**src/rtl/aq_spsram_pkg.sv**
```systemverilog
// Shared definitions for the single-port SRAM sequencer/arbiter:
// FSM state encoding, requester count and byte-to-bit write-enable expansion.
package aq_spsram_pkg;

    // Number of requesters sharing the macro
    localparam int AQ_NUM_REQ = 2;

    // Sequencer states: INIT (clear sweep) and IDLE (requester traffic)
    typedef enum logic [0:0] {
        ST_INIT = 1'b0,
        ST_IDLE = 1'b1
    } aq_state_e;

    // One active-high byte enable becomes eight active-low bit enables
    function automatic logic [7:0] be_to_wen(input logic be_bit);
        return {8{~be_bit}};
    endfunction

endpackage

```
**src/rtl/aq_spsram_rr_arb.sv**
```systemverilog
// Two-way round-robin grant. The grant is combinational from the valid
// vector; the pointer moves to the requester that was not served.
module aq_spsram_rr_arb
    import aq_spsram_pkg::*;
(
    input  logic                  i_clk,
    input  logic                  i_rst,
    input  logic                  i_en,
    input  logic [AQ_NUM_REQ-1:0] i_vld,
    output logic [AQ_NUM_REQ-1:0] o_gnt
);

    logic                  r_ptr;
    logic [AQ_NUM_REQ-1:0] w_gnt;

    // Grant the lone valid requester, or the favoured one on contention
    always_comb begin
        w_gnt = 2'b00;
        if (i_en) begin
            case (i_vld)
                2'b01:   w_gnt = 2'b01;
                2'b10:   w_gnt = 2'b10;
                2'b11:   w_gnt = r_ptr ? 2'b10 : 2'b01;
                default: w_gnt = 2'b00;
            endcase
        end else begin
            w_gnt = 2'b00;
        end
    end

    // Pointer update: after any grant, favour the requester not granted
    always_ff @(posedge i_clk) begin
        if (i_rst) begin
            r_ptr <= 1'b0;
        end else if (w_gnt[0]) begin
            r_ptr <= 1'b1;
        end else if (w_gnt[1]) begin
            r_ptr <= 1'b0;
        end else begin
            r_ptr <= r_ptr;
        end
    end

    assign o_gnt = w_gnt;

endmodule

```
**src/rtl/aq_f_spsram_arb.sv**
```systemverilog
// Sequencer and round-robin arbiter in front of a single-port SRAM macro
// with active-low CEN/GWEN/bit-WEN. Read data returns one cycle after grant.
// Optional feature macro: AQ_SPSRAM_INIT_CLR_EN -- when defined, the whole
// array is cleared to zero after every reset before any grant is issued.
module aq_f_spsram_arb
    import aq_spsram_pkg::*;
#(
    parameter int ADDR_WIDTH = 11,
    parameter int DATA_WIDTH = 32,
    parameter int BE_WIDTH   = DATA_WIDTH / 8
) (
    input  logic                  CLK,
    input  logic                  RST,
    input  logic                  req0_vld,
    input  logic                  req0_wr,
    input  logic [ADDR_WIDTH-1:0] req0_addr,
    input  logic [DATA_WIDTH-1:0] req0_wdata,
    input  logic [BE_WIDTH-1:0]   req0_be,
    output logic                  req0_rdy,
    output logic                  req0_rvld,
    output logic [DATA_WIDTH-1:0] req0_rdata,
    input  logic                  req1_vld,
    input  logic                  req1_wr,
    input  logic [ADDR_WIDTH-1:0] req1_addr,
    input  logic [DATA_WIDTH-1:0] req1_wdata,
    input  logic [BE_WIDTH-1:0]   req1_be,
    output logic                  req1_rdy,
    output logic                  req1_rvld,
    output logic [DATA_WIDTH-1:0] req1_rdata,
    output logic [ADDR_WIDTH-1:0] sram_a,
    output logic                  sram_cen,
    output logic                  sram_gwen,
    output logic [DATA_WIDTH-1:0] sram_wen,
    output logic [DATA_WIDTH-1:0] sram_d,
    input  logic [DATA_WIDTH-1:0] sram_q,
    output logic                  init_done
);

    logic                  w_idle;
    logic                  w_arb_en;
    logic [AQ_NUM_REQ-1:0] w_vld;
    logic [AQ_NUM_REQ-1:0] w_gnt;
    logic [AQ_NUM_REQ-1:0] r_rvld;

    logic                  w_sel_wr;
    logic [ADDR_WIDTH-1:0] w_sel_addr;
    logic [DATA_WIDTH-1:0] w_sel_wdata;
    logic [BE_WIDTH-1:0]   w_sel_be;
    logic [DATA_WIDTH-1:0] w_be_wen;

    logic [ADDR_WIDTH-1:0] w_sram_a;
    logic                  w_sram_cen;
    logic                  w_sram_gwen;
    logic [DATA_WIDTH-1:0] w_sram_wen;
    logic [DATA_WIDTH-1:0] w_sram_d;

`ifdef AQ_SPSRAM_INIT_CLR_EN
    aq_state_e             r_state;
    logic [ADDR_WIDTH-1:0] r_cnt;
    logic                  r_init_done;

    // Clear-sweep sequencer: one zero write per cycle, then hand over to IDLE
    always_ff @(posedge CLK) begin
        if (RST) begin
            r_state     <= ST_INIT;
            r_cnt       <= {ADDR_WIDTH{1'b0}};
            r_init_done <= 1'b0;
        end else begin
            case (r_state)
                ST_INIT: begin
                    r_cnt <= r_cnt + ADDR_WIDTH'(1);
                    if (r_cnt == {ADDR_WIDTH{1'b1}}) begin
                        r_state     <= ST_IDLE;
                        r_init_done <= 1'b1;
                    end else begin
                        r_state     <= ST_INIT;
                        r_init_done <= 1'b0;
                    end
                end
                ST_IDLE: begin
                    r_state     <= ST_IDLE;
                    r_cnt       <= r_cnt;
                    r_init_done <= 1'b1;
                end
                default: begin
                    r_state     <= ST_INIT;
                    r_cnt       <= {ADDR_WIDTH{1'b0}};
                    r_init_done <= 1'b0;
                end
            endcase
        end
    end

    assign w_idle    = (r_state == ST_IDLE);
    assign init_done = r_init_done;
`else
    assign w_idle    = 1'b1;
    assign init_done = 1'b1;
`endif

    // Reset holds both grants low combinationally, not just at the next edge
    assign w_arb_en = w_idle & ~RST;
    assign w_vld    = {req1_vld, req0_vld};

    aq_spsram_rr_arb u_rr_arb (
        .i_clk (CLK),
        .i_rst (RST),
        .i_en  (w_arb_en),
        .i_vld (w_vld),
        .o_gnt (w_gnt)
    );

    // Select the granted requester's command fields
    always_comb begin
        if (w_gnt[1]) begin
            w_sel_wr    = req1_wr;
            w_sel_addr  = req1_addr;
            w_sel_wdata = req1_wdata;
            w_sel_be    = req1_be;
        end else begin
            w_sel_wr    = req0_wr;
            w_sel_addr  = req0_addr;
            w_sel_wdata = req0_wdata;
            w_sel_be    = req0_be;
        end
    end

    for (genvar g = 0; g < BE_WIDTH; g++) begin : g_wen
        assign w_be_wen[8*g +: 8] = be_to_wen(w_sel_be[g]);
    end

    // Macro drive: clear sweep, granted access, or idle (CEN high)
    always_comb begin
        w_sram_a    = {ADDR_WIDTH{1'b0}};
        w_sram_cen  = 1'b1;
        w_sram_gwen = 1'b1;
        w_sram_wen  = {DATA_WIDTH{1'b1}};
        w_sram_d    = {DATA_WIDTH{1'b0}};
`ifdef AQ_SPSRAM_INIT_CLR_EN
        if (!RST && (r_state == ST_INIT)) begin
            w_sram_a    = r_cnt;
            w_sram_cen  = 1'b0;
            w_sram_gwen = 1'b0;
            w_sram_wen  = {DATA_WIDTH{1'b0}};
            w_sram_d    = {DATA_WIDTH{1'b0}};
        end else
`endif
        if (|w_gnt) begin
            w_sram_a    = w_sel_addr;
            w_sram_cen  = 1'b0;
            w_sram_gwen = ~w_sel_wr;
            w_sram_wen  = w_sel_wr ? w_be_wen : {DATA_WIDTH{1'b1}};
            w_sram_d    = w_sel_wdata;
        end else begin
            w_sram_cen  = 1'b1;
        end
    end

    // Read-valid pulse one cycle after a read grant; reset drops it
    always_ff @(posedge CLK) begin
        if (RST) begin
            r_rvld <= {AQ_NUM_REQ{1'b0}};
        end else begin
            r_rvld <= {w_gnt[1] & ~req1_wr, w_gnt[0] & ~req0_wr};
        end
    end

    assign req0_rdy   = w_gnt[0];
    assign req1_rdy   = w_gnt[1];
    assign req0_rvld  = r_rvld[0];
    assign req1_rvld  = r_rvld[1];
    assign req0_rdata = sram_q;
    assign req1_rdata = sram_q;

    assign sram_a    = w_sram_a;
    assign sram_cen  = w_sram_cen;
    assign sram_gwen = w_sram_gwen;
    assign sram_wen  = w_sram_wen;
    assign sram_d    = w_sram_d;

endmodule

```
**config.mk**
```make
export PLATFORM = sky130hd
export DESIGN_NAME = aq_f_spsram_arb
export DESIGN_NICKNAME = d
export VERILOG_FILES = /design/src/rtl/aq_spsram_pkg.sv /design/src/rtl/aq_spsram_rr_arb.sv /design/src/rtl/aq_f_spsram_arb.sv
export SDC_FILE = /design/constraint.sdc
export NUM_CORES = 1
export LEC_CHECK = 0
export BUFFER_PORTS_ARGS = -buffer_cell sky130_fd_sc_hd__buf_2
export CAP_MARGIN = 20
export CORE_AREA = 3 3 108 110
export DETAILED_ROUTE_END_ITERATION = 8
export DIE_AREA = 0 0 111 113
export GPL_TIMING_DRIVEN = 0
export PLACE_DENSITY_LB_ADDON = 0.12
export SYNTH_ARGS = -nofsm -noshare
export SYNTH_HDL_FRONTEND = slang
export SYNTH_SLANG_ARGS = --single-unit
```
**constraint.sdc**
```tcl
create_clock -name CLK -period 4.8 [get_ports CLK]
set_input_delay 0.96 -clock CLK [delete_from_list [all_inputs] [get_ports CLK]]
set_output_delay 0.96 -clock CLK [all_outputs]
set_load 0.05 [all_outputs]
```
==> results.tsv <==
stage	metric	value	unit
clock_network	CTS Buf Count	3	
logic_synthesis	syn_area_per_cell	6.58	µm²
placed_design	RePlAce Congestion	0.779	
logic_synthesis	Post-synth ARST share	0	%
global_routing	antenna violations before repair	0	
routing	DR iter-0 viols	145	
global_routing	GRT overflow	0	
worst_setup_path	CP max FO	10	
sta	measured slew at the worst slew-check pin	0.572	ns
global_routing	first-pass GRT wire length	12900	µm
clock_network	H-tree levels	1	
worst_setup_path	CP arrival	2.62	ns
worst_setup_path	crit path kind	input port to output port	
die	I/O pin count	278	
worst_setup_path	critical path required time	3.84	ns
flow_run	max-cap viol count	0	
die	die height	113	µm
routing	Residual DRC	0	
sta	fmax	280	MHz
logic_synthesis	top cells by area, synth	buf_4 (40%), a21oi_1 (9.8%), nand3_1 (9.0%)	
routing	Vias	2706	
cells_and_area	Area Overhead vs Synth	78.3	%
cells_and_area	Antenna diodes	0	
die	die area	12500	µm²
cells_and_area	most frequent cells in the layout	buf_2 (257), buf_4 (97), a21oi_1 (36)	
sta	min Tclk post-route	3.58	ns
sta	Layout Skew	0.000578	ns
cells_and_area	fraction of layout cells with a size suffix above 1	72.7	%
die	# rows	38	
sta	Final Max Tran Viols	0	
power	Leakage	1.78	nW
sta	worst relative slew slack	61.7	%
clock_network	Reg clk slew, reported paths	0.03	ns
placed_design	pre-CTS setup slack	1.21	ns
placed_design	number of port buffers	244	
global_routing	met1 Track Usage GR	14.4	%
global_routing	pin count of the biggest net entering global routing	11	
logic_synthesis	Syn Inst Count	280	
sta	Final WS setup	1.22	ns
run_status	status	finished, final reports clean	
cells_and_area	nets	661	
die	Die Span X	111	µm
logic_synthesis	Yosys Warn Count	0	
worst_setup_path	crit start category	input port	
sta	RSZ-0062 raised after global routing	no	
cells_and_area	register area	60.1	µm²
logic_synthesis	number of flops mapped to enable cells by yosys	0	
die	Initial Utilization	17.1	%
global_routing	grt peak-use layer	met2	
logic_synthesis	area share of the largest cell type after synthesis	39.5	%
logic_synthesis	Yosys reg bits	3	
routing	Final ANT Viol Nets	0	
clock_network	Clock Latency Late Sink	0.21	ns
routing	drt wl/cell	13.0	µm
global_routing	vias in the first global route	2623	
die	CORE AREA	10800	µm²
worst_setup_path	Worst setup EP type	output port	
logic_synthesis	Synth cell types	26	
clock_network	clock buffer depth	2	
clock_network	Post-CTS Repair Setup Buffers	0	
clock_network	CTS tree	built	
worst_hold_path	Hold Path Class	flop to flop	
routing	drt first pass iters	4	
clock_network	hold buffer count at cts	0	
logic_synthesis	sequential fraction of the synthesis area	3.26	%
global_routing	met3 usage	2.78	%
cells_and_area	multi-input logic area	910	µm²
cells_and_area	filler cell count	1228	
sta	Final Hold Viols	0	
logic_synthesis	Main synth FF type	dfxtp_1	
global_routing	M2 GR Usage	23.3	%
sta	Finish-stage setup viols	0	
global_routing	GR Util All Layers	12.2	%
sta	Setup TNS	0	ns
power	Design Power	0.000598	W
clock_network	CTS Root Cell	clkbuf_8	
logic_synthesis	Syn Std Cell Area	1840	µm²
sta	WHS	0.505	ns
routing	vias per cell	4.05	
clock_network	TritonCTS Sinks	3	
power	VDD IR-drop max	0.192	mV
power	PwrDens	182	nW/µm²
logic_synthesis	post-synth top area cell	buf_4	
placed_design	Final HPWL DP	7260	µm
logic_synthesis	syn_nets	412	
sta	final period utilization	74.5	%
cells_and_area	commonest non-fill, non-tap cell in the layout	buf_2	
clock_network	Post-CTS Resized	0	
routing	final WL	8690	µm
[metal layers]
metal	routed length, µm	vias up	share of wire [%]
met3	748	4	8.6
li1	-	1369	-
met2	4470	152	51
met4	43	0	0.49
met1	3430	1181	39
met5	0	-	0
[critical path, stage by stage]
cell and delay, ns:
buf_2 0.14, nand2b_1 0.06, buf_2 0.18, buf_6 0.16, and3_1 0.16, o211ai_1 0.49
buf_4 0.20, buf_2 0.26
[flip-flops by register name, indices dropped and copies added (netlist names)]
signal,count
r_rvld,2
u_rr_arb.r_ptr,1
[metrics by stage]
stage	util, %	instance area (µm²)	instances
final	30.4	3280	668
after global routing	30.4	3280	668
after CTS	30.4	3280	668
after detailed placement	30.0	3240	664
after global placement	30.0	3240	664
after floorplan	-	1840	280
[worst paths after layout]
path / end / slack (ns) / cells after the start / start
min: u_rr_arb.r_ptr / 0.50 / 2 / u_rr_arb.r_ptr
max: sram_wen[19] / 1.22 / 8 / req0_vld
max reg2reg: u_rr_arb.r_ptr / 3.65 / 4 / u_rr_arb.r_ptr
min reg2reg: u_rr_arb.r_ptr / 0.50 / 2 / u_rr_arb.r_ptr
[final cells by class]
class	instances	share of cell area, %
tap	140	5.34
sequential	3	1.83
inverter	1	0.114
timing repair buffer	244	37.2
multi-input combinational	158	27.7
buffer	118	26.4
clock buffer	4	1.37
[kinds of logic after synthesis]
group,synth area share [%]
buffers and inverters,47.4
AOI/OAI and AO/OA,29.6
and+or+nand+nor,19.6
DFF,3.26
other,0.204
[report_power, final]
group	internal [W]	total [W]	switching, W
logic	0.000153	0.000497	0.000345
clock network	0.0000566	0.0000731	0.0000165
registers	0.0000264	0.0000271	0.000000705
[synthesized netlist by cell type (2+ instances only)]
master,number
buf_4,97
a21oi_1,36
nand3_1,33
o21ai_0,24
o21ai_1,19
buf_2,13
nand3_2,10
a21oi_2,8
a21boi_1,4
and3_1,4
o211ai_1,4
buf_6,3
clkbuf_1,3
dfxtp_1,3
nand2_1,3
nand2b_1,3
buf_8,2
nor2_1,2
nor3_1,2
No activity file was read; power rests on OpenSTA's default activity.
